File: src/rtl/pin_keypad_entry_if.sv
// Keypad-side bundle for pin_keypad_entry: raw key inputs and the assembled
// PIN outputs. The slave modport is the entry block; master is its driver.
// Key_locked exists only when PIN_ENTRY_LOCKOUT_EN is defined.
interface pin_keypad_entry_if;
  logic       Key_valid;
  logic [3:0] Key_code;
  logic [7:0] Pin;
  logic       enterPin;
  logic [1:0] Digit_count;
  logic       Entry_error;
`ifdef PIN_ENTRY_LOCKOUT_EN
  logic       Key_locked;

  modport master (
    output Key_valid, Key_code,
    input  Pin, enterPin, Digit_count, Entry_error, Key_locked
  );

  modport slave (
    input  Key_valid, Key_code,
    output Pin, enterPin, Digit_count, Entry_error, Key_locked
  );
`else
  modport master (
    output Key_valid, Key_code,
    input  Pin, enterPin, Digit_count, Entry_error
  );

  modport slave (
    input  Key_valid, Key_code,
    output Pin, enterPin, Digit_count, Entry_error
  );
`endif
endinterface

File: src/rtl/pin_keypad_entry.sv
// pin_keypad_entry: synchronizes and debounces the keypad "key held" line,
// assembles two BCD digits into Pin and strobes enterPin on a valid enter.
// Handles clear, enter-too-early / third-digit errors and inactivity timeout.
// Optional macro PIN_ENTRY_LOCKOUT_EN adds a three-strikes lockout and the
// Key_locked output.
module pin_keypad_entry #(
  parameter int unsigned DEBOUNCE_CYCLES = 16,
  parameter int unsigned TIMEOUT_CYCLES  = 1000
) (
  input logic               Clk,
  input logic               Reset,
  pin_keypad_entry_if.slave kp
);

  localparam int unsigned     DB_W     = 16;
  localparam int unsigned     TO_W     = 20;
  localparam logic [DB_W-1:0] DB_LIMIT = DB_W'(DEBOUNCE_CYCLES);
  localparam logic [TO_W-1:0] TO_LAST  = TO_W'(TIMEOUT_CYCLES - 1);

  typedef enum logic [1:0] {
    IDLE,
    ONE,
    TWO,
    SEND
  } state_t;

  state_t          state, state_n;
  logic            sync1, sync2, deb_level;
  logic [DB_W-1:0] deb_cnt;
  logic [TO_W-1:0] to_cnt;
  logic [3:0]      hi_q, lo_q, hi_n, lo_n;
  logic [7:0]      pin_q;
  logic            err_q, err_n;
  logic            load_pin;
  logic            press, key_live;
  logic            ev_digit, ev_clear, ev_enter, ev_any;
  logic            expire;
  logic [1:0]      digit_count;

`ifdef PIN_ENTRY_LOCKOUT_EN
  localparam int unsigned       LOCK_W   = TO_W + 3;
  localparam logic [LOCK_W-1:0] LOCK_LEN = LOCK_W'(8 * TIMEOUT_CYCLES);

  logic [1:0]        err_run;
  logic [LOCK_W-1:0] lock_cnt;
  logic              locked, lock_start;

  assign locked     = (lock_cnt != '0);
  assign lock_start = err_n && (err_run == 2'd2);
  assign key_live   = !locked;
`else
  assign key_live   = 1'b1;
`endif

  // Two-flop synchronizer followed by a saturating-match debounce counter.
  always_ff @(posedge Clk or posedge Reset) begin
    if (Reset) begin
      sync1     <= 1'b0;
      sync2     <= 1'b0;
      deb_level <= 1'b0;
      deb_cnt   <= '0;
    end else begin
      sync1 <= kp.Key_valid;
      sync2 <= sync1;
      if (sync2 == deb_level) begin
        deb_cnt <= '0;
      end else if (deb_cnt == DB_LIMIT) begin
        deb_level <= ~deb_level;
        deb_cnt   <= '0;
      end else begin
        deb_cnt <= deb_cnt + 1'b1;
      end
    end
  end

  // The press event is the cycle in which the debounced level is about to
  // rise, so the FSM acts on the same edge that flips deb_level.
  assign press    = sync2 && !deb_level && (deb_cnt == DB_LIMIT) && key_live;
  assign ev_digit = press && (kp.Key_code <= 4'd9);
  assign ev_clear = press && (kp.Key_code == 4'hC);
  assign ev_enter = press && (kp.Key_code == 4'hE);
  assign ev_any   = ev_digit || ev_clear || ev_enter;
  assign expire   = ((state == ONE) || (state == TWO)) && (to_cnt == TO_LAST);

  // FSM state register.
  always_ff @(posedge Clk or posedge Reset) begin
    if (Reset) begin
      state <= IDLE;
    end else begin
      state <= state_n;
    end
  end

  // Next-state, buffer and error decisions; a press event takes priority
  // over a simultaneous timeout expiry.
  always_comb begin
    state_n  = state;
    hi_n     = hi_q;
    lo_n     = lo_q;
    err_n    = 1'b0;
    load_pin = 1'b0;
    unique case (state)
      IDLE: begin
        if (ev_digit) begin
          hi_n    = kp.Key_code;
          lo_n    = '0;
          state_n = ONE;
        end else if (ev_enter) begin
          err_n = 1'b1;
        end
      end
      ONE: begin
        if (ev_digit) begin
          lo_n    = kp.Key_code;
          state_n = TWO;
        end else if (ev_enter) begin
          err_n   = 1'b1;
          hi_n    = '0;
          state_n = IDLE;
        end else if (ev_clear || expire) begin
          hi_n    = '0;
          state_n = IDLE;
        end
      end
      TWO: begin
        if (ev_digit) begin
          err_n = 1'b1;
        end else if (ev_enter) begin
          load_pin = 1'b1;
          state_n  = SEND;
        end else if (ev_clear || expire) begin
          hi_n    = '0;
          lo_n    = '0;
          state_n = IDLE;
        end
      end
      SEND: begin
        hi_n    = '0;
        lo_n    = '0;
        state_n = IDLE;
      end
      default: state_n = IDLE;
    endcase
`ifdef PIN_ENTRY_LOCKOUT_EN
    if (lock_start) begin
      hi_n    = '0;
      lo_n    = '0;
      state_n = IDLE;
    end
`endif
  end

  // Digit buffer, output PIN register and registered error pulse.
  always_ff @(posedge Clk or posedge Reset) begin
    if (Reset) begin
      hi_q  <= '0;
      lo_q  <= '0;
      pin_q <= '0;
      err_q <= 1'b0;
    end else begin
      hi_q  <= hi_n;
      lo_q  <= lo_n;
      err_q <= err_n;
      if (load_pin) begin
        pin_q <= {hi_q, lo_q};
      end
    end
  end

  // Inactivity timer: counts only while digits are buffered and the state
  // is steady; any accepted key restarts it.
  always_ff @(posedge Clk or posedge Reset) begin
    if (Reset) begin
      to_cnt <= '0;
    end else if (ev_any || (state_n != state) ||
                 !((state == ONE) || (state == TWO))) begin
      to_cnt <= '0;
    end else begin
      to_cnt <= to_cnt + 1'b1;
    end
  end

`ifdef PIN_ENTRY_LOCKOUT_EN
  // Consecutive-error tracking and lockout timer.
  always_ff @(posedge Clk or posedge Reset) begin
    if (Reset) begin
      err_run  <= '0;
      lock_cnt <= '0;
    end else begin
      if (lock_start) begin
        err_run  <= '0;
        lock_cnt <= LOCK_LEN;
      end else begin
        if (load_pin) begin
          err_run <= '0;
        end else if (err_n) begin
          err_run <= err_run + 1'b1;
        end
        if (locked) begin
          lock_cnt <= lock_cnt - 1'b1;
        end
      end
    end
  end

  assign kp.Key_locked = locked;
`endif

  // Digit count follows the FSM state; forced to zero while locked out.
  always_comb begin
    digit_count = 2'd0;
    unique case (state)
      ONE:     digit_count = 2'd1;
      TWO:     digit_count = 2'd2;
      default: digit_count = 2'd0;
    endcase
`ifdef PIN_ENTRY_LOCKOUT_EN
    if (locked) begin
      digit_count = 2'd0;
    end
`endif
  end

  assign kp.Pin         = pin_q;
  assign kp.enterPin    = (state == SEND);
  assign kp.Digit_count = digit_count;
  assign kp.Entry_error = err_q;

endmodule

File: src/flat_wrapper.sv
// flat-port wrapper written by rule: the top's interface ports become plain ports
module pin_keypad_entry_flat 
#(
  parameter int unsigned DEBOUNCE_CYCLES = 16,
  parameter int unsigned TIMEOUT_CYCLES  = 1000
)
  (Clk, Reset, kp_Key_valid, kp_Key_code, kp_Pin, kp_enterPin, kp_Digit_count, kp_Entry_error);
  pin_keypad_entry_if kp_i ();
  input logic Clk;
  input logic Reset;
  input wire logic [$bits(kp_i.Key_valid)-1:0] kp_Key_valid;
  input wire logic [$bits(kp_i.Key_code)-1:0] kp_Key_code;
  output wire logic [$bits(kp_i.Pin)-1:0] kp_Pin;
  output wire logic [$bits(kp_i.enterPin)-1:0] kp_enterPin;
  output wire logic [$bits(kp_i.Digit_count)-1:0] kp_Digit_count;
  output wire logic [$bits(kp_i.Entry_error)-1:0] kp_Entry_error;
  assign kp_i.Key_valid = kp_Key_valid;
  assign kp_i.Key_code = kp_Key_code;
  assign kp_Pin = kp_i.Pin;
  assign kp_enterPin = kp_i.enterPin;
  assign kp_Digit_count = kp_i.Digit_count;
  assign kp_Entry_error = kp_i.Entry_error;
  pin_keypad_entry #(.DEBOUNCE_CYCLES(DEBOUNCE_CYCLES), .TIMEOUT_CYCLES(TIMEOUT_CYCLES)) u_core (.Clk(Clk), .Reset(Reset), .kp(kp_i));
endmodule
File: config.mk
export PLATFORM = sky130hd
export DESIGN_NAME = pin_keypad_entry_flat
export DESIGN_NICKNAME = d
export VERILOG_FILES = /design/src/rtl/pin_keypad_entry_if.sv /design/src/rtl/pin_keypad_entry.sv /design/src/flat_wrapper.sv
export SDC_FILE = /design/constraint.sdc
export NUM_CORES = 1
export LEC_CHECK = 0
export ABC_AREA = 1
export BUFFER_PORTS_ARGS = -buffer_cell sky130_fd_sc_hd__clkbuf_2
export CORE_UTILIZATION = 60
export CTS_CLUSTER_SIZE = 28
export DETAILED_ROUTE_END_ITERATION = 8
export GPL_ROUTABILITY_DRIVEN = 0
export HOLD_SLACK_MARGIN = 0.1
export PLACE_DENSITY = 0.79
export RECOVER_POWER = 50
export SETUP_SLACK_MARGIN = 0.4
export SLEW_MARGIN = 20
export SYNTH_ARGS = -nofsm -noshare
export SYNTH_HDL_FRONTEND = slang
export SYNTH_SLANG_ARGS = --single-unit
File: constraint.sdc
create_clock -name Clk -period 2.2 [get_ports Clk]
set_input_delay 0.44 -clock Clk [delete_from_list [all_inputs] [get_ports Clk]]
set_output_delay 0.44 -clock Clk [all_outputs]
set_load 0.02 [all_outputs]
==> parameters.txt <==
Parameter                              Value

Critical path
  Most prevalent standard cell on the critical path    nand2_2
  Crit path largest cell delay    0.45 ns
  Critical R2R Launch    u_core.deb_cnt[2]
  Family with the most delay on the worst path    simple AND/OR/NAND/NOR gates
  Number of buffers and inverters on the critical path    1
  Chain of cells forming the critical path    nor2_2 > nand2_4 > nor2_4 > nand4_4 > nand2_2 > nand2_2 > nand3_2 > nand2_2 > nand2_2 > nand3_2 > nand2_4 > clkbuf_16 > nor2_2
  Crit path max-delay cell type    dfrtp_2
  Reg-to-reg critical path endpoint    u_core.to_cnt[7]
  Arrival time worst endpoint    2.23 ns
  Crit start category    flop
  Setup slack on the worst flop-to-flop path    0.19 ns
  Worst Reg-to-Reg Cells    13
  Required time worst endpoint    2.42 ns
  Worst-path maximum fanout    5
  CP Class    flop to flop
  Endpoint type of the worst setup path    flop

STA
  Count of final hold-check violations    0
  Peak Freq    498 MHz
  Count of final max-slew check failures    0
  Final setup skew    0.00769 ns
  Setup tns final    0 ns
  Min Clock Period, post-route    2.01 ns
  Pin slew with the least headroom to its limit    1.47 ns
  Post-route fraction of the period consumed by the critical path    91.2%
  Worst max-slew margin expressed relative to the limit    1.58%
  Unrepaired setup endpoints after global routing    yes
  Crit path setup slack, layout    0.193 ns
  Number of setup violations in the final report    0

Flow run
  Total of max-cap violations    1

Detailed routing
  Remaining antenna violation count    0
  Violation count after the first detailed-routing iteration    129
  DRC viols    0
  Vias per std cell    5.22
  Routed WL per cell    13.1 um
  Number of detailed-routing iterations run before antenna repair    4
  Drt total wl    6300 um
  Total number of vias    2511

Clock tree
  Clk slew on worst S/H paths    0.06 ns
  Hold Buf Count CTS    0
  Clock latency at the later pin of the worst-skew pair    0.34 ns
  TritonCTS clock tree    done
  Buffer depth of the longest clock path    2
  Number of buffers inserted during clock tree synthesis    9
  H-tree levels    3
  Clock root buffer    clkbuf_8
  Sink Count    58

Yosys
  Post-synthesis sequential area ratio    47.5%
  Most frequent cells after synthesis    nand2_1 (83), dfrtp_1 (58), inv_1 (47)
  Top-count cell post-synth    nand2_1
  Synthesized instance count    365
  Asr flop ratio synth    100%
  Mapped Nets    380
  Synth warn    0
  Number of enable flip-flop cells after synthesis    0
  Synth area leader    dfrtp_1
  Top flip-flop cell by instance count after synthesis    dfrtp_1
  Number of register bits inferred by synthesis    58
  Synthesized cell area    3060 um2
  Number of distinct standard cells referenced by the synthesized netlist    28
  Cell types occupying the most area after synthesis    dfrtp_1 (48%), nand2_1 (10%), inv_1 (5.8%)
  Yosys top cell area share    47.5%
  Syn avg cell area    8.37 um2

Placed design
  Worst setup slack before clock tree synthesis    0.136 ns
  Number of input and output port buffers inserted    18
  Cell count after placement    451
  Half-perimeter wire length of the detailed placement result    3910 um

Layout
  Layout overhead on the synthesized area    23.5%
  Share of final-layout standard cells stronger than drive strength 1    31.2%
  Final cell utilization of the core    78.3%
  Antenna diodes    0
  Layout Cells excl Fill    481
  Count of nets after finishing    425
  Register Area    1450 um2
  Filler Cell Count    332
  Multi-input gate area in the final layout    1590 um2

GRT
  Pin count of the biggest net entering global routing    36
  Via count of the first global-routing pass    2298
  Global-route wire length before repair    9670 um
  GRT overflow    0
  Antenna violations before repair    0
  Global Route Usage Sum    24.1%

Worst hold path
  Startpoint of the tightest hold check path    kp_Key_valid
  Endpoint of the worst hold path    u_core.sync1
  Worst Hold Path Cells    1
  Class of the most critical hold timing path    input pin to flop

Pwr
  Worst supply voltage drop on vdd    0.548 mV
  Switching part of the total    32.4%
  Clock network fraction of total power    30.3%
  Cell-internal power    2.06 mW
  Switching Power    0.986 mW
  Static power due to leakage    1.74 nW
  Total power    3.05 mW
  Combinational power share    30.1%
  Cell Pwr Density    807 nW/um2
  Reg power frac    39.6%

Outcome
  Violations in the final reports    max-capacitance violations
  Status    finished with violations

Die
  Row cnt    25
  Die X    73.4 um
  Die height    73.4 um
  Core Region    4820 um2
  Initial core utilization    63.4%
  Die area    5380 um2
  Number of top-level pins    19
[metal layers]
layer  track usage (%)  routed length [um]  vias up
met5                 0                   0        -
met4              11.5                 187        0
met3              6.86                 234       24
met2              41.7                3240       64
met1              27.6                2630     1184
li1                  -                   -     1239
[placed cells by master, fill, tap and decap left out, types with 6 or more instances in the layout]
master / n
nand2_1: 73
dfrtp_1: 57
inv_1: 41
nor2_1: 30
nor2_2: 27
clkbuf_2: 16
nand3_1: 15
buf_4: 14
clkbuf_8: 13
nand2_2: 12
nor3_1: 12
xor2_1: 12
a21oi_1: 11
nor2_4: 10
inv_2: 8
xnor2_1: 7
o21ai_0: 6
[power groups by stage]
stage / sequential [mW] / combinational, mW / clock (mW)
6_report: 1.21 / 0.916 / 0.923
5_1_grt: 1.22 / 1.00 / 0.994
4_1_cts: 1.20 / 0.772 / 0.945
3_5_place_dp: 1.23 / 0.619 / 0
3_3_place_gp: 1.23 / 0.611 / 0
2_1_floorplan: 1.22 / 0.502 / 0
[flip-flops by register name (all words and copies together) (netlist names)]
| signal | cells |
|---|---|
| u_core.deb_cnt | 16 |
| u_core.deb_level | 1 |
| u_core.hi_q | 4 |
| u_core.kp.Entry_error | 1 |
| u_core.kp.Pin | 8 |
| u_core.lo_q | 4 |
| u_core.state | 2 |
| u_core.sync1 | 1 |
| u_core.sync2 | 1 |
| u_core.to_cnt | 20 |
[metrics by stage]
step / cell area [um2] / hold WS, ns
after floorplan: 3060 / 0.331
after global placement: 3240 / 0.363
after detailed placement: 3240 / 0.374
after CTS: 3550 / 0.198
after global routing: 3770 / 0.196
final: 3770 / 0.211
[repair_timing]
| item | 4_1_cts | 5_1_grt |
|---|---|---|
| endpoints found under the hold margin | 0 | 0 |
| endpoints found under the setup margin | 35 | 49 |
| gates cloned | 1 | 1 |
| pin swaps | 3 | 22 |
| gates resized for setup | 10 | 46 |
| buffers inserted | 5 | 8 |
[worst max-delay path by stage]
stage / start / to / depth (start not counted)
after floorplan: u_core.state[1] / u_core.to_cnt[15] / 14
after global placement: u_core.state[1] / u_core.to_cnt[8] / 14
after detailed placement: u_core.state[1] / u_core.to_cnt[13] / 14
after CTS: u_core.deb_cnt[1] / u_core.to_cnt[13] / 14
after global routing: u_core.deb_cnt[2] / u_core.to_cnt[19] / 13
final: u_core.deb_cnt[2] / u_core.to_cnt[7] / 13
[logic make-up after synthesis]
logic type	count (synthesis)	share of synthesized area [%]
xor+xnor	19	5.45
simple gates	204	32.7
compound gates	23	3.81
buf+inv	53	7.25
flops	58	47.5
fa+ha+maj	8	3.28
[layout make-up]
cell class,count,share of cell area [%]
Sequential cell,58,38.5
Clock buffer,13,4.74
Tap cell,67,2.22
Clock inverter,2,0.265
Inverter,50,5.01
Timing Repair Buffer,37,7.23
Multi-Input combinational cell,254,42.0
Power figures use the tool's default switching activity.
